$ cat src/rtl/kim_mem_wb_stage_if.sv
// Data-memory request/acknowledge bus between the MEM stage (master) and data memory (slave).
interface kim_mem_wb_stage_if #(
  parameter int DATA_WIDTH = 32
);
  logic                  dmem_req;
  logic                  dmem_we;
  logic [DATA_WIDTH-1:0] dmem_addr;
  logic [DATA_WIDTH-1:0] dmem_wdata;
  logic                  dmem_ack;
  logic [DATA_WIDTH-1:0] dmem_rdata;

  modport master (
    output dmem_req,
    output dmem_we,
    output dmem_addr,
    output dmem_wdata,
    input  dmem_ack,
    input  dmem_rdata
  );

  modport slave (
    input  dmem_req,
    input  dmem_we,
    input  dmem_addr,
    input  dmem_wdata,
    output dmem_ack,
    output dmem_rdata
  );
endinterface

$ cat src/rtl/kim_mem_wb_stage.sv
// MEM stage and MEM/WB register of the pipelined MIPS core: one load/store per instruction on a
// variable-latency req/ack bus, upstream stall while outstanding, bounded wait with timeout abort.
module kim_mem_wb_stage #(
    parameter int DATA_WIDTH     = 32,
    parameter int REG_ADDR_WIDTH = 5,
    parameter int TIMEOUT_CYCLES = 16
) (
    input  logic                      clk,
    input  logic                      rst,
    input  logic                      MemtoReg_i,
    input  logic                      MemWrite_i,
    input  logic                      RegWrite_i,
    input  logic [DATA_WIDTH-1:0]     alu_result_i,
    input  logic [DATA_WIDTH-1:0]     w_data_to_mem_i,
    input  logic [REG_ADDR_WIDTH-1:0] EX_MEM_Rt_or_Rd_i,
    kim_mem_wb_stage_if.master        dmem,
    output logic                      mem_stall_o,
    output logic                      MemtoReg_reg_o,
    output logic                      RegWrite_reg_o,
    output logic [DATA_WIDTH-1:0]     mem_rdata_reg_o,
    output logic [DATA_WIDTH-1:0]     alu_result_reg_o,
    output logic [REG_ADDR_WIDTH-1:0] MEM_WB_Rt_or_Rd_reg_o,
    output logic                      mem_err_reg_o
);

    localparam int CW = $clog2(TIMEOUT_CYCLES + 1);

    typedef enum logic {
        IDLE,
        WAIT
    } state_t;

    state_t          state_q, state_d;
    logic [CW-1:0]   wait_cnt_q, wait_cnt_d;

    logic            access;
    logic            is_load;
    logic            timeout_hit;
    logic            stall;

    logic                      MemtoReg_q, MemtoReg_d;
    logic                      RegWrite_q, RegWrite_d;
    logic [DATA_WIDTH-1:0]     mem_rdata_q, mem_rdata_d;
    logic [DATA_WIDTH-1:0]     alu_result_q, alu_result_d;
    logic [REG_ADDR_WIDTH-1:0] dest_q, dest_d;
    logic                      mem_err_q, mem_err_d;

    // A store wins when both MemtoReg and MemWrite are set.
    assign access  = MemtoReg_i | MemWrite_i;
    assign is_load = MemtoReg_i & ~MemWrite_i;

    // State register
    always_ff @(posedge clk or posedge rst) begin
        if (rst) begin
            state_q    <= IDLE;
            wait_cnt_q <= '0;
        end else begin
            state_q    <= state_d;
            wait_cnt_q <= wait_cnt_d;
        end
    end

    // Next-state logic
    always_comb begin
        state_d    = state_q;
        wait_cnt_d = wait_cnt_q;
        unique case (state_q)
            IDLE: begin
                if (access && !dmem.dmem_ack) begin
                    state_d    = WAIT;
                    wait_cnt_d = CW'(1);
                end
            end
            WAIT: begin
                if (!access || dmem.dmem_ack || timeout_hit) begin
                    state_d    = IDLE;
                    wait_cnt_d = '0;
                end else begin
                    wait_cnt_d = wait_cnt_q + CW'(1);
                end
            end
            default: begin
                state_d    = IDLE;
                wait_cnt_d = '0;
            end
        endcase
    end

    // Output logic; reset gates the request so it drops in the same cycle rst rises.
    always_comb begin
        timeout_hit       = (state_q == WAIT) && !dmem.dmem_ack &&
                            (wait_cnt_q == CW'(TIMEOUT_CYCLES));
        dmem.dmem_req     = access & ~rst;
        dmem.dmem_we      = MemWrite_i;
        dmem.dmem_addr    = alu_result_i;
        dmem.dmem_wdata   = w_data_to_mem_i;
        stall             = dmem.dmem_req & ~dmem.dmem_ack & ~timeout_hit;
        mem_stall_o       = stall;
    end

    // MEM/WB next values: bubble while stalled, abort marker on timeout, else capture.
    always_comb begin
        MemtoReg_d   = 1'b0;
        RegWrite_d   = 1'b0;
        mem_err_d    = 1'b0;
        mem_rdata_d  = mem_rdata_q;
        alu_result_d = alu_result_q;
        dest_d       = dest_q;
        if (!stall) begin
            alu_result_d = alu_result_i;
            dest_d       = EX_MEM_Rt_or_Rd_i;
            if (timeout_hit) begin
                mem_err_d   = 1'b1;
                mem_rdata_d = '0;
            end else begin
                RegWrite_d  = RegWrite_i;
                MemtoReg_d  = is_load;
                mem_rdata_d = (is_load && dmem.dmem_ack) ? dmem.dmem_rdata : '0;
            end
        end
    end

    always_ff @(posedge clk or posedge rst) begin
        if (rst) begin
            MemtoReg_q   <= 1'b0;
            RegWrite_q   <= 1'b0;
            mem_rdata_q  <= '0;
            alu_result_q <= '0;
            dest_q       <= '0;
            mem_err_q    <= 1'b0;
        end else begin
            MemtoReg_q   <= MemtoReg_d;
            RegWrite_q   <= RegWrite_d;
            mem_rdata_q  <= mem_rdata_d;
            alu_result_q <= alu_result_d;
            dest_q       <= dest_d;
            mem_err_q    <= mem_err_d;
        end
    end

    assign MemtoReg_reg_o        = MemtoReg_q;
    assign RegWrite_reg_o        = RegWrite_q;
    assign mem_rdata_reg_o       = mem_rdata_q;
    assign alu_result_reg_o      = alu_result_q;
    assign MEM_WB_Rt_or_Rd_reg_o = dest_q;
    assign mem_err_reg_o         = mem_err_q;

endmodule

$ cat src/flat_wrapper.sv
// flat-port wrapper written by rule: the top's interface ports become plain ports
module kim_mem_wb_stage_flat 
#(
    parameter int DATA_WIDTH     = 32,
    parameter int REG_ADDR_WIDTH = 5,
    parameter int TIMEOUT_CYCLES = 16
)
  (clk, rst, MemtoReg_i, MemWrite_i, RegWrite_i, alu_result_i, w_data_to_mem_i, EX_MEM_Rt_or_Rd_i, mem_stall_o, MemtoReg_reg_o, RegWrite_reg_o, mem_rdata_reg_o, alu_result_reg_o, MEM_WB_Rt_or_Rd_reg_o, mem_err_reg_o, dmem_dmem_req, dmem_dmem_we, dmem_dmem_addr, dmem_dmem_wdata, dmem_dmem_ack, dmem_dmem_rdata);
  kim_mem_wb_stage_if #(.DATA_WIDTH(DATA_WIDTH)) dmem_i ();
  input  logic clk;
  input  logic rst;
  input  logic MemtoReg_i;
  input  logic MemWrite_i;
  input  logic RegWrite_i;
  input  logic [DATA_WIDTH-1:0] alu_result_i;
  input  logic [DATA_WIDTH-1:0] w_data_to_mem_i;
  input  logic [REG_ADDR_WIDTH-1:0] EX_MEM_Rt_or_Rd_i;
  output logic mem_stall_o;
  output logic MemtoReg_reg_o;
  output logic RegWrite_reg_o;
  output logic [DATA_WIDTH-1:0] mem_rdata_reg_o;
  output logic [DATA_WIDTH-1:0] alu_result_reg_o;
  output logic [REG_ADDR_WIDTH-1:0] MEM_WB_Rt_or_Rd_reg_o;
  output logic mem_err_reg_o;
  output wire logic [$bits(dmem_i.dmem_req)-1:0] dmem_dmem_req;
  output wire logic [$bits(dmem_i.dmem_we)-1:0] dmem_dmem_we;
  output wire logic [$bits(dmem_i.dmem_addr)-1:0] dmem_dmem_addr;
  output wire logic [$bits(dmem_i.dmem_wdata)-1:0] dmem_dmem_wdata;
  input wire logic [$bits(dmem_i.dmem_ack)-1:0] dmem_dmem_ack;
  input wire logic [$bits(dmem_i.dmem_rdata)-1:0] dmem_dmem_rdata;
  assign dmem_dmem_req = dmem_i.dmem_req;
  assign dmem_dmem_we = dmem_i.dmem_we;
  assign dmem_dmem_addr = dmem_i.dmem_addr;
  assign dmem_dmem_wdata = dmem_i.dmem_wdata;
  assign dmem_i.dmem_ack = dmem_dmem_ack;
  assign dmem_i.dmem_rdata = dmem_dmem_rdata;
  kim_mem_wb_stage #(.DATA_WIDTH(DATA_WIDTH), .REG_ADDR_WIDTH(REG_ADDR_WIDTH), .TIMEOUT_CYCLES(TIMEOUT_CYCLES)) u_core (.clk(clk), .rst(rst), .MemtoReg_i(MemtoReg_i), .MemWrite_i(MemWrite_i), .RegWrite_i(RegWrite_i), .alu_result_i(alu_result_i), .w_data_to_mem_i(w_data_to_mem_i), .EX_MEM_Rt_or_Rd_i(EX_MEM_Rt_or_Rd_i), .dmem(dmem_i), .mem_stall_o(mem_stall_o), .MemtoReg_reg_o(MemtoReg_reg_o), .RegWrite_reg_o(RegWrite_reg_o), .mem_rdata_reg_o(mem_rdata_reg_o), .alu_result_reg_o(alu_result_reg_o), .MEM_WB_Rt_or_Rd_reg_o(MEM_WB_Rt_or_Rd_reg_o), .mem_err_reg_o(mem_err_reg_o));
endmodule
$ cat config.mk
export PLATFORM = sky130hd
export DESIGN_NAME = kim_mem_wb_stage_flat
export DESIGN_NICKNAME = d
export VERILOG_FILES = /design/src/rtl/kim_mem_wb_stage_if.sv /design/src/rtl/kim_mem_wb_stage.sv /design/src/flat_wrapper.sv
export SDC_FILE = /design/constraint.sdc
export NUM_CORES = 1
export LEC_CHECK = 0
export ABC_AREA = 1
export BUFFER_PORTS_ARGS = -buffer_cell sky130_fd_sc_hd__buf_2
export CAP_MARGIN = 30
export CORE_AREA = 2 2 103 105
export CTS_CLUSTER_DIAMETER = 100
export DETAILED_ROUTE_END_ITERATION = 12
export DIE_AREA = 0 0 105 107
export PLACE_DENSITY = 0.8
export SLEW_MARGIN = 40
export SYNTH_ARGS = -nofsm -noshare
export SYNTH_HDL_FRONTEND = slang
export SYNTH_SLANG_ARGS = --single-unit
$ cat constraint.sdc
create_clock -name clk -period 3.2 [get_ports clk]
set_input_delay 0.48 -clock clk [delete_from_list [all_inputs] [get_ports clk]]
set_output_delay 0.48 -clock clk [all_outputs]
set_load 0.005 [all_outputs]
**Word-level counts from Yosys, hierarchy flattened**

Index checks and enable logic that the tools add are counted.

- Register bits: 78
- Word-level logic and storage cells: 43
- Input bits: 107

- Equal/unequal tests: 2
- Multiplexer cells: 14
- Reductions and logical operators: 8
- Add/sub/neg operators: 1
- Bitwise logic cells: 10

Operator list:

| cell | number |
|---|---|
| two-way mux 32 bit | 2 |
| two-way mux 5 bit | 2 |
| one-hot mux 5 bit (2 select lines) | 1 |
| two-way mux 1 bit | 8 |
| adder 5 x 1 -> 5 bit, second input constant | 1 |
| == test 5 bit, second input constant | 1 |
| inverter 1 bit | 5 |
| bitwise AND 1 bit | 4 |
| logical AND 1 bit | 4 |
| logical NOT 1 bit | 2 |
| logical OR 1 bit | 2 |
| inequality test 2 x 1 -> 1 bit, second input constant | 1 |
| one-hot mux 1 bit (2 select lines) | 1 |
| OR 1 bit | 1 |

**Depth between registers and ports, before layout**

- Word-level depth: 6
- Gate-level depth with buffers: 10

**Worst setup path before layout**

OpenSTA, ideal clock, no wires.

- Path kind: register -> output
- From: register u_core.wait_cnt_q[0]
- To: output port mem_stall_o
- Required time: 2.720 ns
- Path slack: 1.541 ns
- Path buffers: 1
- Stages on the path, launching flop included: 9
- Arrival time: 1.179 ns
- Cell sequence: dfrtp_1 inv_1 ha_1 nand2_1 inv_2 nand3_4 nand2_4 inv_2 buf_2

- Word-level cells in the longest chain between the ends: 4

Ends and longest elaborated chain:

| element | RTL line | RTL |
|---|---|---|
| from (decl) | kim_mem_wb_stage.sv:34 | `logic [CW-1:0] wait_cnt_q, wait_cnt_d;` |
| from (signal assigned) | kim_mem_wb_stage.sv:59 | `wait_cnt_q <= wait_cnt_d;` |
| == test 5 bit | kim_mem_wb_stage.sv:92 | `(wait_cnt_q == CW'(TIMEOUT_CYCLES));` |
| logical AND 1 bit | kim_mem_wb_stage.sv:91 | `timeout_hit = (state_q == WAIT) && !dmem.dmem_ack &&` |
| inverter 1 bit | kim_mem_wb_stage.sv:97 | `stall = dmem.dmem_req & ~dmem.dmem_ack & ~timeout_hit;` |
| bitwise AND 1 bit | kim_mem_wb_stage.sv:97 |  |
| to (decl) | flat_wrapper.sv:18 | `output logic mem_stall_o;` |

Every way passes these cells.

**Worst setup path in the final report**

Ends and elaborated chain as after synthesis.

==> metrics <==
Synth Area in XOR/XNOR 0.244%; Syn Nets 527; Synth Area in Compound Gates 0.139%; chip width between 100 and 150 um; Seq pwr share 50.5%; sw power 0.000521 W; share of layout cells above drive strength 1 38.3%; max-slew violations 0; unrepaired setup endpoints after global routing false; Setup TNS 0 ns; power share of the clock group 37.3%; Residual DRC 0; Hold Violations, Final 0; Pwr Density 496 mW/mm^2; Num CTS Buffers 9; unique cell type count in the Yosys netlist 20; mux contribution to synthesized area 0%; Initial Utilization a little over a third; Final Power 0.00214 W; Syn. warnings 0; most frequent cells in the layout nand2_1 (224), buf_2 (181), dfrtp_1 (78); worst r2r src u_core.wait_cnt_q[0]; cts repair resizes 0; leakage power 2.63 nW; H-Tree Depth 3; Iteration-0 DRC Markers roughly 270; GPL Wtd Cong 0.773; status finished, final reports clean; Clock Latency Late Sink 0.34 ns; worst vdd ir 190 uV; largest family of logic cells by synthesized area simple AND/OR/NAND/NOR gates; Critical Path Sink Type primary output; area post-placement 0.00411 sq mm; Vias 2925; Critical Path RT between 2 and 3 ns; port bufs 181; pin count of the biggest net entering global routing between 60 and 70; crit path to mem_stall_o; Root Driver clkbuf_8; post-route antenna net violation count 0; worst path arrival time 2.27 ns; drt wl/cell about 12 um; commonest non-fill, non-tap cell in the layout nand2_1; sequential-to-total area share from yosys stat 54.4%; post-synthesis simple-gate area fraction 27.0%; CP Max Fanout 38; R2R Setup Slk between 0.7 and 0.8 ns; area of the multi-input gates 0.00101 sq mm; Post-Route WL between 7000 and 8000 um; met2 routed WL 3860 um; postcts setup bufs 0; maximum clock frequency roughly 0.36 GHz; die outline area 0.0112 sq mm; Post-Syn Area 0.00359 sq mm; total of max-cap violations 0; Clock transition at path regs about 0.080 ns; setup violators final 0; Met1 Routed Length 3300 um; Reg2Reg Capture Point u_core.mem_rdata_reg_o[1]; global-route wire length before repair 12700 um; row cnt 37; area grow syn2layout 20.4%; # diodes 0; GRT Total Usage 14.1%; core area about 0.01 sq mm; Adder-Cell Fraction of Synth Area less than 1%; clock buffer depth 2; clock skew between 0.01 and 0.015 ns; DP Wirelength 5920 um; worst-margin pin slew 0.574 ns; register area 0.00195 sq mm; min Tclk post-route 2.75 ns; Comb pwr share between 10% and 20%; CP startpoint kind flop; Pre-antenna DRT Iters 4; slew margin rel. between 60% and 70%; # nets final 642; period utilization 86.1%; CP Launch Point u_core.wait_cnt_q[0]; r2r worst-path depth 10; Sw Share 24.3%; kind of critical path flop to primary output; Final Cell Area 0.00432 sq mm; CTS tree yes; total grt overflow 0; met3 routed WL 668 um; vias per inst 4.34; Hold/Removal Path Class primary input to asynchronous set/reset pin; vias in the first global route between 2000 and 3000; P_int approximately 0.0016 W; antenna violations before repair 0; Mapped Cells 418; I/O Pins approximately 250; CTS Sinks 78; fillcell total 1010; mean post-synth cell area 8.58 sq um; Post-CTS Hold Buffers 0; Top Metal Used met4; number of synthesized register bits 78; Die Y 107 um
-- power by group through the flow --
| stage | Combinational, W | Clock (W) | Sequential [W] |
|---|---|---|---|
| 2_1_floorplan | 0.000175 | 0 | 0.00110 |
| 3_3_place_gp | 0.000260 | 0 | 0.00110 |
| 3_5_place_dp | 0.000268 | 0 | 0.00110 |
| 4_1_cts | 0.000268 | 0.000832 | 0.00108 |
| 5_1_grt | 0.000301 | 0.000873 | 0.00109 |
| 6_report | 0.000263 | 0.000798 | 0.00108 |
-- critical path, stage by stage (launching register included) --
cell and delay, ns:
dfrtp_1 0.42, inv_1 0.08, ha_1 0.19, nand2_1 0.07, inv_2 0.04, nand3_4 0.13
nand2_4 0.24, inv_2 0.50, buf_2 0.21
-- worst min-delay path by stage --
stage / startpoint / to / slack [ns]
after global placement: u_core.alu_result_reg_o[15] / u_core.alu_result_reg_o[15] / 0.45
after floorplan: u_core.MEM_WB_Rt_or_Rd_reg_o[0] / u_core.MEM_WB_Rt_or_Rd_reg_o[0] / 0.47
final: rst / u_core.mem_err_reg_o / 0.22
after CTS: rst / u_core.wait_cnt_q[2] / 0.22
after global routing: rst / u_core.wait_cnt_q[2] / 0.26
after detailed placement: u_core.alu_result_reg_o[9] / u_core.alu_result_reg_o[9] / 0.45
-- synth_stat cells --
master    count  area [sq um]
nand3_1       2          10.0
buf_4        65           488
nor2_1        8          30.0
clkbuf_1      3          11.3
nand2_4       1          11.3
ha_1          2          25.0
nand2_1     224           841
xor2_1        1          8.76
a21oi_1       1          5.00
nor2_2        1          6.26
nand4_1       6          37.5
inv_2         2          7.51
nor3_1        1          5.00
dfrtp_1      78          1950
buf_6         3          33.8
nand3_4       1          17.5
inv_1         9          33.8
buf_2         8          40.0
buf_8         1          15.0
nor3_2        1          10.0
-- state kept, by name (all words and copies together), names as in the netlist --
register / cells
u_core.RegWrite_reg_o: 1
u_core.mem_err_reg_o: 1
u_core.mem_rdata_reg_o: 32
u_core.wait_cnt_q: 5
u_core.MEM_WB_Rt_or_Rd_reg_o: 5
u_core.alu_result_reg_o: 32
u_core.MemtoReg_reg_o: 1
u_core.state_q: 1
-- final cells by class --
type	instances	area share (%)
Inverter	11	1.07
Tap cell	136	3.94
Timing Repair Buffer	184	21.5
Clock inverter	4	1.62
Sequential cell	78	45.2
Multi-Input combinational cell	249	23.4
Clock buffer	12	3.36
-- metal layers --
layer | vias to the layer above | global-route usage (%)
met4 | 0 | 5.52
met2 | 157 | 24.5
met5 | - | 0
met1 | 1337 | 16.4
li1 | 1424 | -
met3 | 7 | 4.32
-- logic make-up after synthesis --
family	after synthesis
and+or+nand+nor	245
buffers and inverters	91
DFF	78
adders and majority gates	2
AOI/OAI and AO/OA	1
xor gates and xnor gates	1
-- through the flow --
stage | utilization (%) | setup slack (ns) | hold WS, ns | instances
finish | 42.8 | 0.445 | 0.217 | 674
global route | 42.8 | 0.219 | 0.263 | 674
CTS | 42.8 | 0.432 | 0.224 | 674
detailed placement | 40.7 | 0.810 | 0.455 | 658
global placement | 40.7 | 0.845 | 0.449 | 658
floorplan | - | 0.725 | 0.465 | 418
Power figures use the tool's default switching activity.
